[src/rtl/ex_forward_track_unit_pkg.sv]
// Shared widths, HI/LO op encodings and tracker entry layout
// for the EX-stage forwarding and hazard unit.
package ex_forward_track_unit_pkg;

    localparam int XLEN = 32;
    localparam int RA_W = 5;

    typedef enum logic [1:0] {
        HILO_NONE  = 2'b00,
        HILO_RD_HI = 2'b01,
        HILO_RD_LO = 2'b10,
        HILO_WR    = 2'b11
    } hilo_op_e;

    typedef struct packed {
        logic            vld;
        logic [RA_W-1:0] dst;
        logic            is_ld;
        logic [XLEN-1:0] data;
    } fwd_ent_t;

    localparam int ENT_W = $bits(fwd_ent_t);

    // Register 0 is hard-wired, so it never matches a writer.
    function automatic logic ent_match(
        input fwd_ent_t        e,
        input logic [RA_W-1:0] r
    );
        return e.vld && (e.dst == r) && (r != '0);
    endfunction

endpackage

[src/rtl/ex_forward_track_unit_if.sv]
// EX-side bundle between the ID/EX register, the
// forwarding unit and the ALU operand muxes.
interface ex_forward_track_unit_if;
    import ex_forward_track_unit_pkg::*;

    logic            advance;
    logic            flush;
    logic            ex_valid;
    logic [RA_W-1:0] ex_rs;
    logic [RA_W-1:0] ex_rt;
    logic            ex_use_rt;
    logic [XLEN-1:0] ex_in1;
    logic [XLEN-1:0] ex_in2;
    logic [1:0]      ex_hilo_op;
    logic            ex_wr_en;
    logic [RA_W-1:0] ex_dst;
    logic            ex_is_load;
    logic [XLEN-1:0] ex_result;
    logic [XLEN-1:0] ex_hi;
    logic [XLEN-1:0] ex_lo;
    logic [XLEN-1:0] mem_rdata;
    logic [XLEN-1:0] in1;
    logic [XLEN-1:0] in2;
    logic [XLEN-1:0] hi_q;
    logic [XLEN-1:0] lo_q;
    logic            stall;

    modport master (
        output advance, flush, ex_valid,
        output ex_rs, ex_rt, ex_use_rt,
        output ex_in1, ex_in2, ex_hilo_op,
        output ex_wr_en, ex_dst, ex_is_load,
        output ex_result, ex_hi, ex_lo,
        output mem_rdata,
        input  in1, in2, hi_q, lo_q, stall
    );

    modport slave (
        input  advance, flush, ex_valid,
        input  ex_rs, ex_rt, ex_use_rt,
        input  ex_in1, ex_in2, ex_hilo_op,
        input  ex_wr_en, ex_dst, ex_is_load,
        input  ex_result, ex_hi, ex_lo,
        input  mem_rdata,
        output in1, in2, hi_q, lo_q, stall
    );

endinterface

[src/rtl/ex_forward_track_unit_fwd_track_entry.sv]
// One tracker stage: records an older writer and swaps
// in load data as the load leaves MEM.
module fwd_track_entry
    import ex_forward_track_unit_pkg::*;
(
    input  logic            clk,
    input  logic            rst,
    input  logic            i_clr,
    input  logic            i_en,
    input  fwd_ent_t        i_d,
    input  logic            i_patch,
    input  logic [XLEN-1:0] i_patch_data,
    output fwd_ent_t        o_q
);

    fwd_ent_t r_q;

    // Flush only kills validity; payload is don't-care afterwards.
    always_ff @(posedge clk) begin
        if (rst) begin
            r_q <= '0;
        end else if (i_clr) begin
            r_q.vld <= 1'b0;
        end else if (i_en) begin
            r_q.vld   <= i_d.vld;
            r_q.dst   <= i_d.dst;
            r_q.is_ld <= i_d.is_ld & ~i_patch;
            r_q.data  <= i_patch ? i_patch_data : i_d.data;
        end
    end

    assign o_q = r_q;

endmodule

[src/rtl/ex_forward_track_unit.sv]
// EX-stage forwarding: youngest-match operand select,
// one-bubble load-use stall and the HI/LO pair.
module ex_forward_track_unit
    import ex_forward_track_unit_pkg::*;
#(
    parameter int DEPTH = 2
) (
    input logic                   clk,
    input logic                   rst,
    ex_forward_track_unit_if.slave bus
);

    fwd_ent_t        w_ent   [DEPTH];
    fwd_ent_t        w_din   [DEPTH];
    logic            w_patch [DEPTH];
    logic            w_shift;
    logic            w_stall;
    logic [XLEN-1:0] w_in1;
    logic [XLEN-1:0] w_in2;
    logic [XLEN-1:0] r_hi;
    logic [XLEN-1:0] r_lo;

    assign w_shift = bus.advance & ~bus.flush;

    // Only entry 0 can hold a load whose data is not back yet.
    assign w_stall = bus.ex_valid & w_ent[0].is_ld &
        (ent_match(w_ent[0], bus.ex_rs) |
         (bus.ex_use_rt & ent_match(w_ent[0], bus.ex_rt)));

    for (genvar k = 0; k < DEPTH; k++) begin : g_ent
        if (k == 0) begin : g_head
            assign w_din[k] = {
                bus.ex_valid & bus.ex_wr_en & ~w_stall,
                bus.ex_dst,
                bus.ex_is_load,
                bus.ex_result
            };
            assign w_patch[k] = 1'b0;
        end else if (k == 1) begin : g_wb
            assign w_din[k]   = w_ent[k-1];
            assign w_patch[k] = w_ent[0].is_ld;
        end else begin : g_tail
            assign w_din[k]   = w_ent[k-1];
            assign w_patch[k] = 1'b0;
        end

        fwd_track_entry u_ent (
            .clk          (clk),
            .rst          (rst),
            .i_clr        (bus.flush),
            .i_en         (w_shift),
            .i_d          (w_din[k]),
            .i_patch      (w_patch[k]),
            .i_patch_data (bus.mem_rdata),
            .o_q          (w_ent[k])
        );
    end

    // Oldest first so the youngest match is the last to win.
    always_comb begin
        w_in1 = bus.ex_in1;
        w_in2 = bus.ex_in2;
        for (int k = DEPTH - 1; k >= 0; k--) begin
            if (ent_match(w_ent[k], bus.ex_rs))
                w_in1 = w_ent[k].data;
            if (bus.ex_use_rt && ent_match(w_ent[k], bus.ex_rt))
                w_in2 = w_ent[k].data;
        end
        case (bus.ex_hilo_op)
            HILO_RD_HI: w_in1 = r_hi;
            HILO_RD_LO: w_in1 = r_lo;
            default:    ;
        endcase
    end

    // HI/LO commit only when the writer actually leaves EX.
    always_ff @(posedge clk) begin
        if (rst) begin
            r_hi <= '0;
            r_lo <= '0;
        end else if (w_shift && !w_stall && bus.ex_valid &&
                     bus.ex_hilo_op == HILO_WR) begin
            r_hi <= bus.ex_hi;
            r_lo <= bus.ex_lo;
        end
    end

    assign bus.in1   = w_in1;
    assign bus.in2   = w_in2;
    assign bus.hi_q  = r_hi;
    assign bus.lo_q  = r_lo;
    assign bus.stall = w_stall;

endmodule

[src/flat_wrapper.sv]
// flat-port wrapper written by rule: the top's interface ports become plain ports
module ex_forward_track_unit_flat import ex_forward_track_unit_pkg::*;
#(
    parameter int DEPTH = 2
)
  (clk, rst, bus_advance, bus_flush, bus_ex_valid, bus_ex_rs, bus_ex_rt, bus_ex_use_rt, bus_ex_in1, bus_ex_in2, bus_ex_hilo_op, bus_ex_wr_en, bus_ex_dst, bus_ex_is_load, bus_ex_result, bus_ex_hi, bus_ex_lo, bus_mem_rdata, bus_in1, bus_in2, bus_hi_q, bus_lo_q, bus_stall);
  ex_forward_track_unit_if bus_i ();
  input logic clk;
  input logic rst;
  input wire logic [$bits(bus_i.advance)-1:0] bus_advance;
  input wire logic [$bits(bus_i.flush)-1:0] bus_flush;
  input wire logic [$bits(bus_i.ex_valid)-1:0] bus_ex_valid;
  input wire logic [$bits(bus_i.ex_rs)-1:0] bus_ex_rs;
  input wire logic [$bits(bus_i.ex_rt)-1:0] bus_ex_rt;
  input wire logic [$bits(bus_i.ex_use_rt)-1:0] bus_ex_use_rt;
  input wire logic [$bits(bus_i.ex_in1)-1:0] bus_ex_in1;
  input wire logic [$bits(bus_i.ex_in2)-1:0] bus_ex_in2;
  input wire logic [$bits(bus_i.ex_hilo_op)-1:0] bus_ex_hilo_op;
  input wire logic [$bits(bus_i.ex_wr_en)-1:0] bus_ex_wr_en;
  input wire logic [$bits(bus_i.ex_dst)-1:0] bus_ex_dst;
  input wire logic [$bits(bus_i.ex_is_load)-1:0] bus_ex_is_load;
  input wire logic [$bits(bus_i.ex_result)-1:0] bus_ex_result;
  input wire logic [$bits(bus_i.ex_hi)-1:0] bus_ex_hi;
  input wire logic [$bits(bus_i.ex_lo)-1:0] bus_ex_lo;
  input wire logic [$bits(bus_i.mem_rdata)-1:0] bus_mem_rdata;
  output wire logic [$bits(bus_i.in1)-1:0] bus_in1;
  output wire logic [$bits(bus_i.in2)-1:0] bus_in2;
  output wire logic [$bits(bus_i.hi_q)-1:0] bus_hi_q;
  output wire logic [$bits(bus_i.lo_q)-1:0] bus_lo_q;
  output wire logic [$bits(bus_i.stall)-1:0] bus_stall;
  assign bus_i.advance = bus_advance;
  assign bus_i.flush = bus_flush;
  assign bus_i.ex_valid = bus_ex_valid;
  assign bus_i.ex_rs = bus_ex_rs;
  assign bus_i.ex_rt = bus_ex_rt;
  assign bus_i.ex_use_rt = bus_ex_use_rt;
  assign bus_i.ex_in1 = bus_ex_in1;
  assign bus_i.ex_in2 = bus_ex_in2;
  assign bus_i.ex_hilo_op = bus_ex_hilo_op;
  assign bus_i.ex_wr_en = bus_ex_wr_en;
  assign bus_i.ex_dst = bus_ex_dst;
  assign bus_i.ex_is_load = bus_ex_is_load;
  assign bus_i.ex_result = bus_ex_result;
  assign bus_i.ex_hi = bus_ex_hi;
  assign bus_i.ex_lo = bus_ex_lo;
  assign bus_i.mem_rdata = bus_mem_rdata;
  assign bus_in1 = bus_i.in1;
  assign bus_in2 = bus_i.in2;
  assign bus_hi_q = bus_i.hi_q;
  assign bus_lo_q = bus_i.lo_q;
  assign bus_stall = bus_i.stall;
  ex_forward_track_unit #(.DEPTH(DEPTH)) u_core (.clk(clk), .rst(rst), .bus(bus_i));
endmodule
[config.mk]
export PLATFORM = sky130hd
export DESIGN_NAME = ex_forward_track_unit_flat
export DESIGN_NICKNAME = d
export VERILOG_FILES = /design/src/rtl/ex_forward_track_unit_pkg.sv /design/src/rtl/ex_forward_track_unit_if.sv /design/src/rtl/ex_forward_track_unit_fwd_track_entry.sv /design/src/rtl/ex_forward_track_unit.sv /design/src/flat_wrapper.sv
export SDC_FILE = /design/constraint.sdc
export NUM_CORES = 1
export LEC_CHECK = 0
export ABC_AREA = 0
export ABC_CLOCK_PERIOD_IN_PS = 2350
export CORE_AREA = 2 2 189 135
export DETAILED_ROUTE_END_ITERATION = 10
export DIE_AREA = 0 0 191 137
export GPL_TIMING_DRIVEN = 0
export PLACE_DENSITY = 0.77
export SLEW_MARGIN = 40
export SYNTH_ARGS = -nofsm -noshare
export SYNTH_HDL_FRONTEND = slang
export SYNTH_HIERARCHICAL = 1
export SYNTH_SLANG_ARGS = --single-unit
[constraint.sdc]
create_clock -name clk -period 2.35 [get_ports clk]
set_input_delay 0.47 -clock clk [delete_from_list [all_inputs] [get_ports clk]]
set_output_delay 0.47 -clock clk [all_outputs]
set_load 0.01 [all_outputs]
==> results.json, run 1 <==
{
  "slew_headroom_pct": 47.7,
  "crit_start": "u_core/g_ent[1].u_ent/o_q[36]",
  "period_minus_slack_ns": 2.84,
  "final_layout_size_suffix_gt1_share_pct": 31.0,
  "tightest_slew_ns": 0.784,
  "seq_power_share_pct": 35.7,
  "die_w_um": 191,
  "fin_crit_sh_pct": 121,
  "grt.total_usage_pct": 36.4,
  "hold_viol": 0,
  "htreeDepth": 4,
  "num_io_pins": 346,
  "ys.warnings.count": 6,
  "grt_pass1_vias": 11700,
  "start_util_pct": 41.5,
  "grt_overflow": 0,
  "gp_congestion": 0.921,
  "crit-reg2reg-capture": "u_core/bus.lo_q[10]",
  "r2r_slack_ns": 0.11,
  "required_ns": 1.88,
  "die_y_um": 137,
  "status": "complete, but fails checks",
  "skew_ns": 0.00888,
  "max_cap_viol_count": 0,
  "cts_tree": "yes",
  "finalPower_w": 0.00729,
  "r2r-start": "u_core/g_ent[0].u_ent/o_q[33]",
  "crit_fanout": 10,
  "endpoint": "bus_in1[29]",
  "synth_area_per_cell_um2": 8.85,
  "clock_latency_ns": 0.42,
  "cts-root-buf": "clkbuf_16",
  "power.internal_w": 0.00529,
  "holdWs_ns": 0.494,
  "p_sw_share_pct": 27.4,
  "critPathLaunchType": "flop",
  "vias": 12000,
  "fin_cells": 1875,
  "port_buffers": 345,
  "routedWlPerCell_um": 26.0,
  "grt_pass1_wl_um": 71400,
  "route.detailed.drc": 0,
  "num_rows": 48,
  "netlist_instances": 1141,
  "nFillCells": 1978,
  "dr.pass1.iters": 9,
  "numCtsBuffers": 17,
  "nets": 1757,
  "setup_viol": 65,
  "rsz0062_at_grt": "yes",
  "p_sw_w": 0.00199,
  "grt_start_max_net_pins": 17,
  "syn_to_final_growth_pct": 58.9,
  "ff2ff_path_depth": 9,
  "synthesis.area_um2": 10100,
  "clkSinkCount": 141,
  "critPathKind": "flop to output port",
  "combPwrFrac_pct": 21.5,
  "drt_iter0_markers": 1309,
  "post-place-ws_ns": -1.84,
  "drt-total-wl_um": 48800,
  "fmax_ghz": 0.352,
  "worst_setup_path_end_kind": "output port",
  "die_area_um2": 26200,
  "dp_hpwl_um": 35900,
  "viasPerCell": 6.38,
  "clkPwrFrac_pct": 42.8,
  "antenna_found_initial": 1,
  "clockBufferDepth": 2,
  "power_density_nw_per_um2": 454,
  "p_leak_nw": 5.63,
  "violations": "negative setup slack",
  "hold_path.class": "flop to flop",
  "coreArea_um2": 24300,
  "ant_nets": 0,
  "dp_cells": 1811,
  "regArea_um2": 2850,
  "multiInputGateArea_um2": 7280,
  "final_core_util_pct": 66.0,
  "vdd_drop_max_v": 0.000507,
  "clkTransAtPathRegs_ns": 0.06,
  "timing.final.ws_setup_ns": -0.488,
  "drv_slew": 0,
  "syn-num-nets": 1361,
  "worstPathArrival_ns": 2.37
}
## power by group through the flow
stage / combinational, W / sequential, W / clock, W
3_5_place_dp: 0.00147 / 0.00264 / 0
6_report: 0.00157 / 0.00260 / 0.00312
2_1_floorplan: 0.000659 / 0.00260 / 0
3_3_place_gp: 0.00146 / 0.00264 / 0
4_1_cts: 0.00148 / 0.00259 / 0.00312
5_1_grt: 0.00164 / 0.00261 / 0.00324
## layer usage
metal	track usage [%]	share of wire, %	vias up
met5	0	0	-
met3	9.69	12	113
met4	12.3	3.1	0
met2	56.9	44	870
met1	48.5	41	5794
li1	-	-	5180
## worst max-delay path, stage by stage, from the launching register on
cell and delay [ns]:
dfxtp_4 0.37, xnor2_4 0.18, nand2_1 0.08, or3_4 0.47, buf_6 0.18, a221o_1 0.35, o2bb2ai_1 0.16, buf_2 0.16
## state kept, by name, summed over array words and instances (netlist names)
name / count
u_core/bus.lo_q: 32
u_core/bus.hi_q: 32
u_core/g_ent.u_ent/o_q: 77
## timing repair
| item | CTS | global route |
|---|---|---|
| resized for setup | 565 | 83 |
| endpoints found under the hold margin | 0 | 0 |
| endpoints found under the setup margin | 130 | 106 |
| buffers inserted | 21 | 4 |
| cloned | 11 | 1 |
| pin swaps | 39 | 43 |
| hold buffers | 0 | 0 |
## metrics by stage
step | setup TNS [ns] | area (um^2)
5_1_grt | -31.19 | 16000
3_5_place_dp | -163.35 | 14000
3_3_place_gp | -154.65 | 14000
2_1_floorplan | 0 | 10100
4_1_cts | -26.72 | 15800
6_report | -26.25 | 16100
## layout by cell type (no fill, tap or decap), drive strengths merged, types with 2 or more instances in the layout
cell           count
clkdlybuf4s50    269
buf              151
dfxtp            141
a21oi            108
clkbuf           105
nor2             101
mux2i             98
nand2             91
nand4             68
nor3b             64
a211oi            64
o221ai            64
and3              33
a22oi             32
a221o             31
o21a              31
o2bb2ai           31
xnor2             14
bufinv             6
dlygate4sd2        6
xor2               6
nor2b              4
diode              3
nor3               3
clkinv             3
ha                 3
clkinvlp           2
inv                2
nand2b             2
nor4               2
## cell type report
cell class              instances  area share (%)
repair buffers                379            23.1
inverters                       2          0.0468
clock inverters                11            1.36
plain buffers                 135            7.09
flip-flops and latches        141            17.7
diodes                          3          0.0468
clock buffers                  18            2.74
multi-input cells             861            45.4
well taps                     325            2.53
## worst min path at each step
stage / from / to / slack [ns] / cells past startpoint
2_1_floorplan: u_core/g_ent[1].u_ent/o_q[34] / u_core/g_ent[1].u_ent/o_q[34] / 0.47 / 2
3_3_place_gp: u_core/g_ent[1].u_ent/o_q[35] / u_core/g_ent[1].u_ent/o_q[35] / 0.49 / 2
3_5_place_dp: u_core/g_ent[1].u_ent/o_q[35] / u_core/g_ent[1].u_ent/o_q[35] / 0.50 / 2
4_1_cts: u_core/g_ent[1].u_ent/o_q[35] / u_core/g_ent[1].u_ent/o_q[35] / 0.48 / 2
5_1_grt: u_core/g_ent[1].u_ent/o_q[35] / u_core/g_ent[1].u_ent/o_q[35] / 0.51 / 2
6_report: u_core/g_ent[0].u_ent/o_q[37] / u_core/g_ent[0].u_ent/o_q[37] / 0.49 / 2
(Power assumes the default switching activity.)
==> inputs of run 2 (changes only) <==
--- a/config.mk
+++ b/config.mk
@@ -12,6 +12,7 @@
 export DIE_AREA = 0 0 191 137
 export GPL_TIMING_DRIVEN = 0
 export PLACE_DENSITY = 0.77
+export SETUP_SLACK_MARGIN = 0.1
 export SLEW_MARGIN = 40
 export SYNTH_ARGS = -nofsm -noshare
 export SYNTH_HDL_FRONTEND = slang
==> results.json, run 2 (synthesized netlist as in run 1, its figures left out) <==
{
  "p_sw_w": 0.00203,
  "setup_viol": 65,
  "die_area_um2": 26200,
  "period_minus_slack_ns": 2.91,
  "routedWlPerCell_um": 25.6,
  "diodes": 0,
  "grt_pass1_wl_um": 70100,
  "worst_setup_path_end_kind": "output port",
  "gp_congestion": 0.931,
  "route.detailed.drc": 0,
  "max_cap_viol_count": 0,
  "die_w_um": 191,
  "min_to": "u_core/g_ent[1].u_ent/o_q[34]",
  "crit_fanout": 10,
  "clockBufferDepth": 2,
  "holdWs_ns": 0.493,
  "grt.total_usage_pct": 35.5,
  "hp-start": "u_core/g_ent[0].u_ent/o_q[34]",
  "vias": 12000,
  "clock_latency_ns": 0.43,
  "r2r_slack_ns": 0.19,
  "power_density_nw_per_um2": 417,
  "required_ns": 1.88,
  "fin_crit_sh_pct": 124,
  "dp_hpwl_um": 34900,
  "vdd_drop_max_v": 0.000472,
  "start_util_pct": 41.5,
  "final_cell_mix": "clkdlybuf4s50_1 (268), dfxtp_1 (129), nand2_1 (90)",
  "grt_start_max_net_pins": 17,
  "power.internal_w": 0.00471,
  "cts_tree": "yes",
  "hold_path_depth": 2,
  "violations": "negative setup slack",
  "antenna_found_initial": 1,
  "final_common_cell": "clkdlybuf4s50_1",
  "timing.final.ws_setup_ns": -0.559,
  "crit-reg2reg-capture": "u_core/bus.lo_q[18]",
  "dr.pass1.iters": 5,
  "cpPeakStageDelay_ns": 0.39,
  "clkSinkCount": 141,
  "drt-total-wl_um": 48600,
  "nets": 1776,
  "largest_reg_flops": 77,
  "htreeDepth": 4,
  "skew_ns": 0.0113,
  "slew_headroom_pct": 43.4,
  "combPwrFrac_pct": 23.3,
  "fin_tns_setup_ns": -29.49,
  "num_rows": 48,
  "clkPwrFrac_pct": 38.3,
  "grt_pass1_vias": 11400,
  "fmax_ghz": 0.344,
  "coreArea_um2": 24300,
  "path_cells": "xnor2_1 > nand4_1 > or3_4 > buf_12 > buf_8 > a221o_1 > o2bb2ai_2 > buf_2",
  "grt_overflow": 0,
  "cts-root-buf": "clkbuf_16",
  "ff2ff_path_depth": 10,
  "crit_family": "simple AND/OR/NAND/NOR gates",
  "ant_nets": 0,
  "seq_power_share_pct": 38.5,
  "die_y_um": 137,
  "worst-path-buf-inv": 3,
  "r2r-start": "u_core/g_ent[0].u_ent/o_q[33]",
  "syn_to_final_growth_pct": 59.8,
  "drv_slew": 0,
  "num_io_pins": 346,
  "drt_iter0_markers": 1224,
  "critPathLaunchType": "flop",
  "clkTransAtPathRegs_ns": 0.06,
  "numCtsBuffers": 17,
  "viasPerCell": 6.31,
  "crit_cells": 8,
  "p_leak_nw": 5.75,
  "hold_path.class": "flop to flop",
  "p_sw_share_pct": 30.1,
  "critPathSlowestCell": "a221o_1",
  "worstPathArrival_ns": 2.44,
  "port_buffers": 345,
  "status": "complete, but fails checks",
  "critPathKind": "flop to output port",
  "rsz0062_at_grt": "yes",
  "final_layout_size_suffix_gt1_share_pct": 32.7,
  "tightest_slew_ns": 0.850,
  "hold_viol": 0
}
## run 2: changes by cell type in the layout (fill, tap and decap cells not counted), moves of 5 or more
cell,delta
o2bb2ai_2,+20
o2bb2ai_1,-19
buf_4,+13
buf_6,-9
a21oi_1,+6
a21oi_4,-6
bufinv_16,-6
buf_2,+5
buf_8,+5
## run 2: timing repair
| action | CTS | global route |
|---|---|---|
| setup buffers | 35 | 7 |
| hold buffers | 0 | 0 |
| cloned | 8 | 4 |
| resized for setup | 538 | 77 |
| setup endpoints to repair | 130 | 121 |
| pin swaps | 50 | 34 |
## run 2: how the worst max path moves through the flow
stage                                  startpoint     endpoint  slack, ns
floorplan                            bus_ex_rs[2]   bus_in1[0]       0.06
global placement                     bus_ex_rt[4]   bus_in2[7]      -1.77
detailed placement                   bus_ex_rt[4]   bus_in2[7]      -1.71
CTS                 u_core/g_ent[1].u_ent/o_q[35]  bus_in1[14]      -0.48
global route        u_core/g_ent[1].u_ent/o_q[34]  bus_in1[18]      -0.59
finish              u_core/g_ent[1].u_ent/o_q[34]  bus_in1[18]      -0.56
## run 2: power by group through the flow
stage                     combinational, W  clock, W  sequential, W
after global routing               0.00164   0.00269        0.00260
after detailed placement           0.00152         0        0.00263
after CTS                          0.00151   0.00259        0.00258
final                              0.00157   0.00258        0.00259
after global placement             0.00150         0        0.00262
after floorplan                   0.000711         0        0.00260
## run 2: layout make-up
cell class                      count  area, um^2
Sequential cell                   141        2850
Clock buffer                       21         460
Clock inverter                     11        85.1
Inverter                            2        7.51
Tap cell                          325         407
Multi-Input combinational cell    861        7250
Buffer                            135        1200
Timing Repair Buffer              398        3880
Fill cell                        1960        8190
## run 2: per-stage QoR
stage	util [%]	std cells	power [W]	worst slack [ns]	area, um^2
6_report	66.3	1894	0.00674	-0.559	16100
5_1_grt	66.3	1894	0.00692	-0.594	16100
4_1_cts	65.0	1884	0.00669	-0.476	15800
3_5_place_dp	58.4	1811	0.00414	-1.71	14200
3_3_place_gp	58.4	1811	0.00412	-1.77	14200
2_1_floorplan	-	1141	0.00331	0.0578	10300
## run 2: worst register-to-register path, cell delays in order, from the launching register on
cell and delay (ns):
dfxtp_4 0.36, xnor2_1 0.15, nand4_1 0.16, or2_4 0.29, buf_12 0.15, buf_4 0.14, buf_4 0.13, and2_4 0.13
buf_8 0.16, buf_8 0.18, o221ai_2 0.20
## run 2: per-layer routing
metal | GRT usage (%) | part of all wire (%) | wire length (um) | up-vias
met1 | 47.8 | 42 | 20300 | 5841
li1 | - | - | - | 5211
met5 | 0 | 0.027 | 13 | -
met3 | 8.21 | 11 | 5270 | 111
met2 | 55.1 | 44 | 21500 | 790
met4 | 13.2 | 3.2 | 1570 | 2
==> inputs of run 3 (changes only) <==
--- a/config.mk
+++ b/config.mk
@@ -6,10 +6,10 @@
 export NUM_CORES = 1
 export LEC_CHECK = 0
 export ABC_AREA = 0
-export ABC_CLOCK_PERIOD_IN_PS = 2350
-export CORE_AREA = 2 2 189 135
+export ABC_CLOCK_PERIOD_IN_PS = 2900
+export CORE_AREA = 2 2 185 132
 export DETAILED_ROUTE_END_ITERATION = 10
-export DIE_AREA = 0 0 191 137
+export DIE_AREA = 0 0 187 134
 export GPL_TIMING_DRIVEN = 0
 export PLACE_DENSITY = 0.77
 export SETUP_SLACK_MARGIN = 0.1
==> constraint.sdc (replaced) <==
create_clock -name clk -period 2.9 [get_ports clk]
set_input_delay 0.58 -clock clk [delete_from_list [all_inputs] [get_ports clk]]
set_output_delay 0.58 -clock clk [all_outputs]
set_load 0.01 [all_outputs]
==> results.json, run 3 (synthesized netlist as in run 1, its figures left out) <==
{
  "largest_reg_flops": 77,
  "numCtsBuffers": 17,
  "post-place-ws_ns": -1.53,
  "max_cap_viol_count": 0,
  "power_density_nw_per_um2": 352,
  "coreArea_um2": 23300,
  "violations": "negative setup slack",
  "p_leak_nw": 5.55,
  "cts_tree": "yes",
  "dp_cells": 1804,
  "hold_viol": 0,
  "clkSinkCount": 141,
  "critPathLaunchType": "flop",
  "nets": 1760,
  "hold_path.class": "flop to flop",
  "setup_viol": 46,
  "fmax_ghz": 0.331,
  "nFillCells": 1883,
  "dr.pass1.iters": 6,
  "num_io_pins": 346,
  "multiInputGateArea_um2": 7090,
  "finalPower_w": 0.00552,
  "grt_pass1_wl_um": 69900,
  "tightest_slew_ns": 0.829,
  "crit-reg2reg-capture": "u_core/bus.lo_q[17]",
  "gr-max-usage-layer": "met2",
  "met2_usage_pct": 56.8,
  "port_buffers": 345,
  "worst_setup_path_end_kind": "output port",
  "r2r_slack_ns": 0.61,
  "use_met1_pct": 49.2,
  "vias": 11700,
  "viasPerCell": 6.24,
  "status": "complete, but fails checks",
  "final_common_cell": "clkdlybuf4s50_1",
  "drv_slew": 0,
  "grt_overflow": 0,
  "crit_fanout": 10,
  "start_util_pct": 43.3,
  "grt_start_max_net_pins": 17,
  "r2r-start": "u_core/g_ent[0].u_ent/o_q[33]",
  "die_w_um": 187,
  "antenna_found_initial": 2,
  "grt_pass1_vias": 11500,
  "routedWlPerCell_um": 25.1,
  "clkTransAtPathRegs_ns": 0.07,
  "htreeDepth": 4,
  "hp-start": "u_core/g_ent[0].u_ent/o_q[37]",
  "slew_headroom_pct": 44.8,
  "drt_iter0_markers": 1342,
  "timing.final.ws_setup_ns": -0.126,
  "clock_latency_ns": 0.44,
  "fin_crit_sh_pct": 104,
  "worstPathArrival_ns": 2.45,
  "die_y_um": 134,
  "ff2ff_path_depth": 10,
  "fin_cells": 1873,
  "fin_tns_setup_ns": -2.50,
  "vdd_drop_max_v": 0.000417,
  "dp_hpwl_um": 34800,
  "die_area_um2": 25100,
  "rsz0062_at_grt": "yes",
  "syn_to_final_growth_pct": 55.5,
  "use_met3_pct": 8.69,
  "final_core_util_pct": 67.3,
  "required_ns": 2.32,
  "regArea_um2": 2840,
  "critPathKind": "flop to output port",
  "endpoint": "bus_in1[5]",
  "cts-root-buf": "clkbuf_16",
  "cts_hold_buf": 0,
  "clockBufferDepth": 2,
  "crit_start": "u_core/g_ent[1].u_ent/o_q[37]",
  "skew_ns": 0.0132,
  "ant_nets": 0,
  "gp_congestion": 0.958,
  "drt-total-wl_um": 47100,
  "period_minus_slack_ns": 3.03,
  "route.detailed.drc": 0,
  "final_layout_size_suffix_gt1_share_pct": 29.1,
  "final_cell_mix": "clkdlybuf4s50_1 (268), dfxtp_1 (132), nand2_1 (90)",
  "num_rows": 47,
  "grt.total_usage_pct": 36.3
}
## run 3: changes by cell type in the layout (fill, tap and decap cells not counted), moves of 10 or more
cell	change
nor2_4	-22
o2bb2ai_2	-14
nor2_2	+11
buf_4	-10
clkbuf_2	-11
nor2_1	+11
o2bb2ai_1	+13
clkbuf_1	+16
## run 3: worst max-delay path, stage by stage (launching register included)
cell and delay, ns:
dfxtp_2 0.33, xnor2_1 0.18, nand4_1 0.15, or3_4 0.37
buf_12 0.17, buf_8 0.14, a221o_1 0.36, o2bb2ai_4 0.16
buf_6 0.14
## run 3: routing by layer
| layer | up-vias | part of all wire [%] | wire length [um] |
|---|---|---|---|
| met3 | 109 | 11 | 5330 |
| li1 | 5179 | - | - |
| met2 | 788 | 44 | 20800 |
| met1 | 5604 | 41 | 19400 |
| met5 | - | 0.028 | 13 |
| met4 | 2 | 3.2 | 1510 |
## run 3: timing repair
action	in CTS	in global routing
endpoints found under the hold margin	0	0
setup buffers	26	3
resized for setup	502	82
setup endpoints to repair	125	100
cloned	5	2
pin swaps	43	48
## run 3: final cells by class
class                           instances  share of cell area (%)
Timing Repair Buffer                  381                    23.4
Buffer                                136                    7.15
Multi-Input combinational cell        861                    45.1
Antenna cell                            2                  0.0319
Clock buffer                           20                    2.97
Tap cell                              318                    2.53
Inverter                                2                  0.0478
Sequential cell                       141                    18.1
Clock inverter                         12                   0.653
## run 3: worst min-delay path by stage
stage	slack, ns	depth (start not counted)	to
after global routing	0.53	2	u_core/g_ent[0].u_ent/o_q[33]
after floorplan	0.47	2	u_core/g_ent[1].u_ent/o_q[34]
after detailed placement	0.49	2	u_core/g_ent[1].u_ent/o_q[37]
final	0.50	2	u_core/g_ent[0].u_ent/o_q[37]
after CTS	0.49	2	u_core/g_ent[0].u_ent/o_q[37]
after global placement	0.49	2	u_core/g_ent[1].u_ent/o_q[34]
## run 3: stage by stage
| stage | hold slack, ns | instance area (um^2) |
|---|---|---|
| floorplan | 0.473 | 10100 |
| global placement | 0.491 | 14000 |
| detailed placement | 0.493 | 14000 |
| CTS | 0.491 | 15300 |
| global route | 0.530 | 15700 |
| finish | 0.498 | 15700 |
## run 3: where the power goes
part           internal, W  switching, W
combinational     0.000658      0.000598
sequential         0.00200     0.0000929
clock              0.00118      0.000986
total              0.00384       0.00168
==> edit 1: new RTL, settings of run 1 <==
`DEPTH` is set to 2 in 2 places; all go to 1.
--- a/src/rtl/ex_forward_track_unit.sv
+++ b/src/rtl/ex_forward_track_unit.sv
@@ -3,7 +3,7 @@
 module ex_forward_track_unit
     import ex_forward_track_unit_pkg::*;
 #(
-    parameter int DEPTH = 2
+    parameter int DEPTH = 1
 ) (
     input logic                   clk,
     input logic                   rst,
--- a/src/flat_wrapper.sv
+++ b/src/flat_wrapper.sv
@@ -1,7 +1,7 @@
 // flat-port wrapper written by rule: the top's interface ports become plain ports
 module ex_forward_track_unit_flat import ex_forward_track_unit_pkg::*;
 #(
-    parameter int DEPTH = 2
+    parameter int DEPTH = 1
 )
   (clk, rst, bus_advance, bus_flush, bus_ex_valid, bus_ex_rs, bus_ex_rt, bus_ex_use_rt, bus_ex_in1, bus_ex_in2, bus_ex_hilo_op, bus_ex_wr_en, bus_ex_dst, bus_ex_is_load, bus_ex_result, bus_ex_hi, bus_ex_lo, bus_mem_rdata, bus_in1, bus_in2, bus_hi_q, bus_lo_q, bus_stall);
   ex_forward_track_unit_if bus_i ();
Check against the original RTL: not equivalent (a bounded check fails within 4 cycles, from zero or initial values and one cycle with rst high).
==> edit 1 against run 1 <==
The flow still finishes with violations (setup timing). Sequential share of layout area is 0.42 points higher. Synthesized cell count is 41% lower. Clock skew is 3.1 ps lower. Sequential cell count is 38 lower. Non-clock buffer count is 87 lower. Synthesized area is 38% lower. Worst setup slack better by 180 ps. Worst hold slack worse by 13 ps. Power is 36% lower. Sequential power is 29% lower. Design area is 29% lower. Wire length is 40% lower. First-iteration DRC count is 76% lower.
==> edit 1: results <==
metrics = {
    "outcome": {
        "status": "finished with violations",
        "failed_checks": "setup timing",
    },
    "clock_tree": {
        "clock_latency_ps": 360,
        "h-tree-depth": 3,
        "cts_buffers": 9,
    },
    "route": {
        "drt_iter0_markers": 308,
        "routed-wl-met3_mm": 2.52,
        "dr.pass1.iters": 4,
    },
    "cells_and_area": {
        "nNetsFinal": 1266,
        "seq_area_um2": 2070,
        "fillers": 2281,
        "layout-drive-gt1-share": 0.284,
    },
    "power_and_ir_drop": {
        "pg_clk_uw": 1520,
        "p_clk_frac": 0.324,
        "p_leak_uw": 0.00480,
        "seq-power_uw": 1840,
    },
    "global_route": {
        "track_usage": 0.219,
        "use_met1": 0.265,
        "grt_pass1_wl_mm": 41.9,
        "grt_max_degree": 20,
    },
    "sta": {
        "fin_hold_ws_ps": 481,
        "report.final.setup_viol": 65,
        "setup_slack_ps": -307,
    },
    "setup_path": {
        "rrSetupSlack_ps": 80,
        "cpPeakStageDelay_ps": 380,
        "cp_slowest_cell": "dfxtp_4",
        "cp_max_fo": 5,
        "worstSetupEndpoint": "bus_in2[17]",
    },
    "yosys": {
        "synth_nets": 888,
    },
    "placed_design": {
        "place_hpwl_mm": 22.6,
        "portBuffers": 344,
    },
    "min_path": {
        "hp-start": "u_core/g_ent[0].u_ent/o_q[32]",
    },
}
edit 1: changes by cell type in the layout (fill, tap and decap cells not counted), sizes merged, moves of 62 or more:
cell and delta:
clkbuf -62, nor3b -63, a21oi -102, nor2 -69, nand2b +128, nand4 -68, o221ai -64
edit 1: cell families after synthesis:
kind of cell               Yosys count
and+or+nand+nor                    253
AOI/OAI and AO/OA                  107
adders and majority gates            3
xor gates and xnor gates             8
DFF                                103
muxes                              129
other                                1
buffers and inverters               64
edit 1: what timing repair did:
item,in CTS,in global routing
buffers inserted,16,3
endpoints found under the setup margin,65,124
pin swaps,19,64
gates cloned,5,2
hold buffers,0,0
gates resized for setup,470,77
edit 1: through the flow:
stage	cells	worst slack, ps	util
final	1376	-307	0.469
after global routing	1376	-363	0.469
after CTS	1373	-268	0.457
after detailed placement	1337	-1650	0.414
after global placement	1337	-1740	0.414
after floorplan	668	156	-
==> edit 2: new RTL, flow settings as in run 1 <==
Without the edit above. Reset style: asynchronous (`rst`), changed in 2 clocked blocks.
--- a/src/rtl/ex_forward_track_unit_fwd_track_entry.sv
+++ b/src/rtl/ex_forward_track_unit_fwd_track_entry.sv
@@ -16,7 +16,7 @@
     fwd_ent_t r_q;
 
     // Flush only kills validity; payload is don't-care afterwards.
-    always_ff @(posedge clk) begin
+    always_ff @(posedge clk or posedge rst) begin
         if (rst) begin
             r_q <= '0;
         end else if (i_clr) begin
--- a/src/rtl/ex_forward_track_unit.sv
+++ b/src/rtl/ex_forward_track_unit.sv
@@ -74,7 +74,7 @@
     end
 
     // HI/LO commit only when the writer actually leaves EX.
-    always_ff @(posedge clk) begin
+    always_ff @(posedge clk or posedge rst) begin
         if (rst) begin
             r_hi <= '0;
             r_lo <= '0;
Behaviour: differs if rst is asserted again (counterexample within 4 cycles, from zero or initial values and one cycle with rst high); with rst held inactive, the same outputs for 4 cycles.
==> edit 2 against run 1 <==
The run still ends with setup timing left. Sequential cell count unchanged. Largest cell class unchanged. Critical endpoint is now bus_in2[22]. Register-to-register slack lost 140 ps. Via count fell by 27%. Maximum frequency shrank 6.7%. Design area is 3.1% lower. Wire length is 17% lower. Synthesized area down 4.0%. Worst hold slack gained 21 ps. Die area unchanged. Worst setup slack worse by 200 ps. Cell count down 16%. Critical path type is now in -> out. Core utilization down 2.1 points.
Power is not compared: it rests on default switching activity, and its combinational part moved more than twofold at a synthesized area within 25%.
==> edit 2: results <==
metrics = {
    "sta": {
        "setup_slack_ps": -691,
        "tightest_slew_ps": 557,
        "report.final.setup_viol": 66,
    },
    "placed_design": {
        "gp_congestion": 0.905,
    },
    "global_route": {
        "track_usage": 0.301,
        "grt_max_degree": 34,
        "antenna_found_initial": 0,
        "grt_pass1_vias": 8989,
    },
    "cells_and_area": {
        "antenna-diode-count": 0,
        "instances_no_fill": 1580,
    },
    "setup_path": {
        "rrSetupSlack_ps": -30,
        "critPathTopFamily": "buffers and inverters",
        "r2r_start": "u_core/g_ent[0].u_ent/o_q[37]",
        "worstSetupEndpoint": "bus_in2[22]",
        "cp_max_fo": 9,
        "cpPeakStageDelay_ps": 490,
        "reg2reg_depth": 11,
        "cp_slowest_cell": "clkdlybuf4s50_1",
    },
    "outcome": {
        "status": "finished with violations",
        "failed_checks": "setup timing",
    },
    "yosys": {
        "synth_nets": 1056,
    },
    "route": {
        "dr.pass1.iters": 7,
        "drt_iter0_markers": 561,
    },
    "min_path": {
        "hold_path.class": "in -> async",
    },
    "clock_tree": {
        "clock_latency_ps": 440,
        "ctsResizeCount": 474,
    },
}
==> edit 2: through the flow <==
step,setup WS (ps),cell area (um2),utilization,power (uW)
after floorplan,-48.8,9710,-,5130
after global placement,-1610,13600,0.558,6580
after detailed placement,-1610,13600,0.561,6680
after CTS,-744,15100,0.620,9540
after global routing,-769,15600,0.639,10000
final,-691,15600,0.639,9660
==> edit 2: layer usage <==
metal | up-vias | GRT usage | wire, um
li1 | 3881 | - | -
met1 | 4385 | 0.403 | 17500
met2 | 456 | 0.476 | 18500
met3 | 51 | 0.0982 | 3950
met4 | 0 | 0.0599 | 598
met5 | - | 0 | 0
==> edit 2: area by class of cell <==
cell class / count / area (um2) / area share
Timing Repair Buffer: 391 / 3730 / 0.240
Tap cell: 325 / 407 / 0.0261
Sequential cell: 141 / 3530 / 0.227
Buffer: 74 / 820 / 0.0527
Multi-Input combinational cell: 548 / 6240 / 0.402
Clock inverter: 14 / 123 / 0.00788
Clock buffer: 18 / 429 / 0.0276
Inverter: 69 / 267 / 0.0171
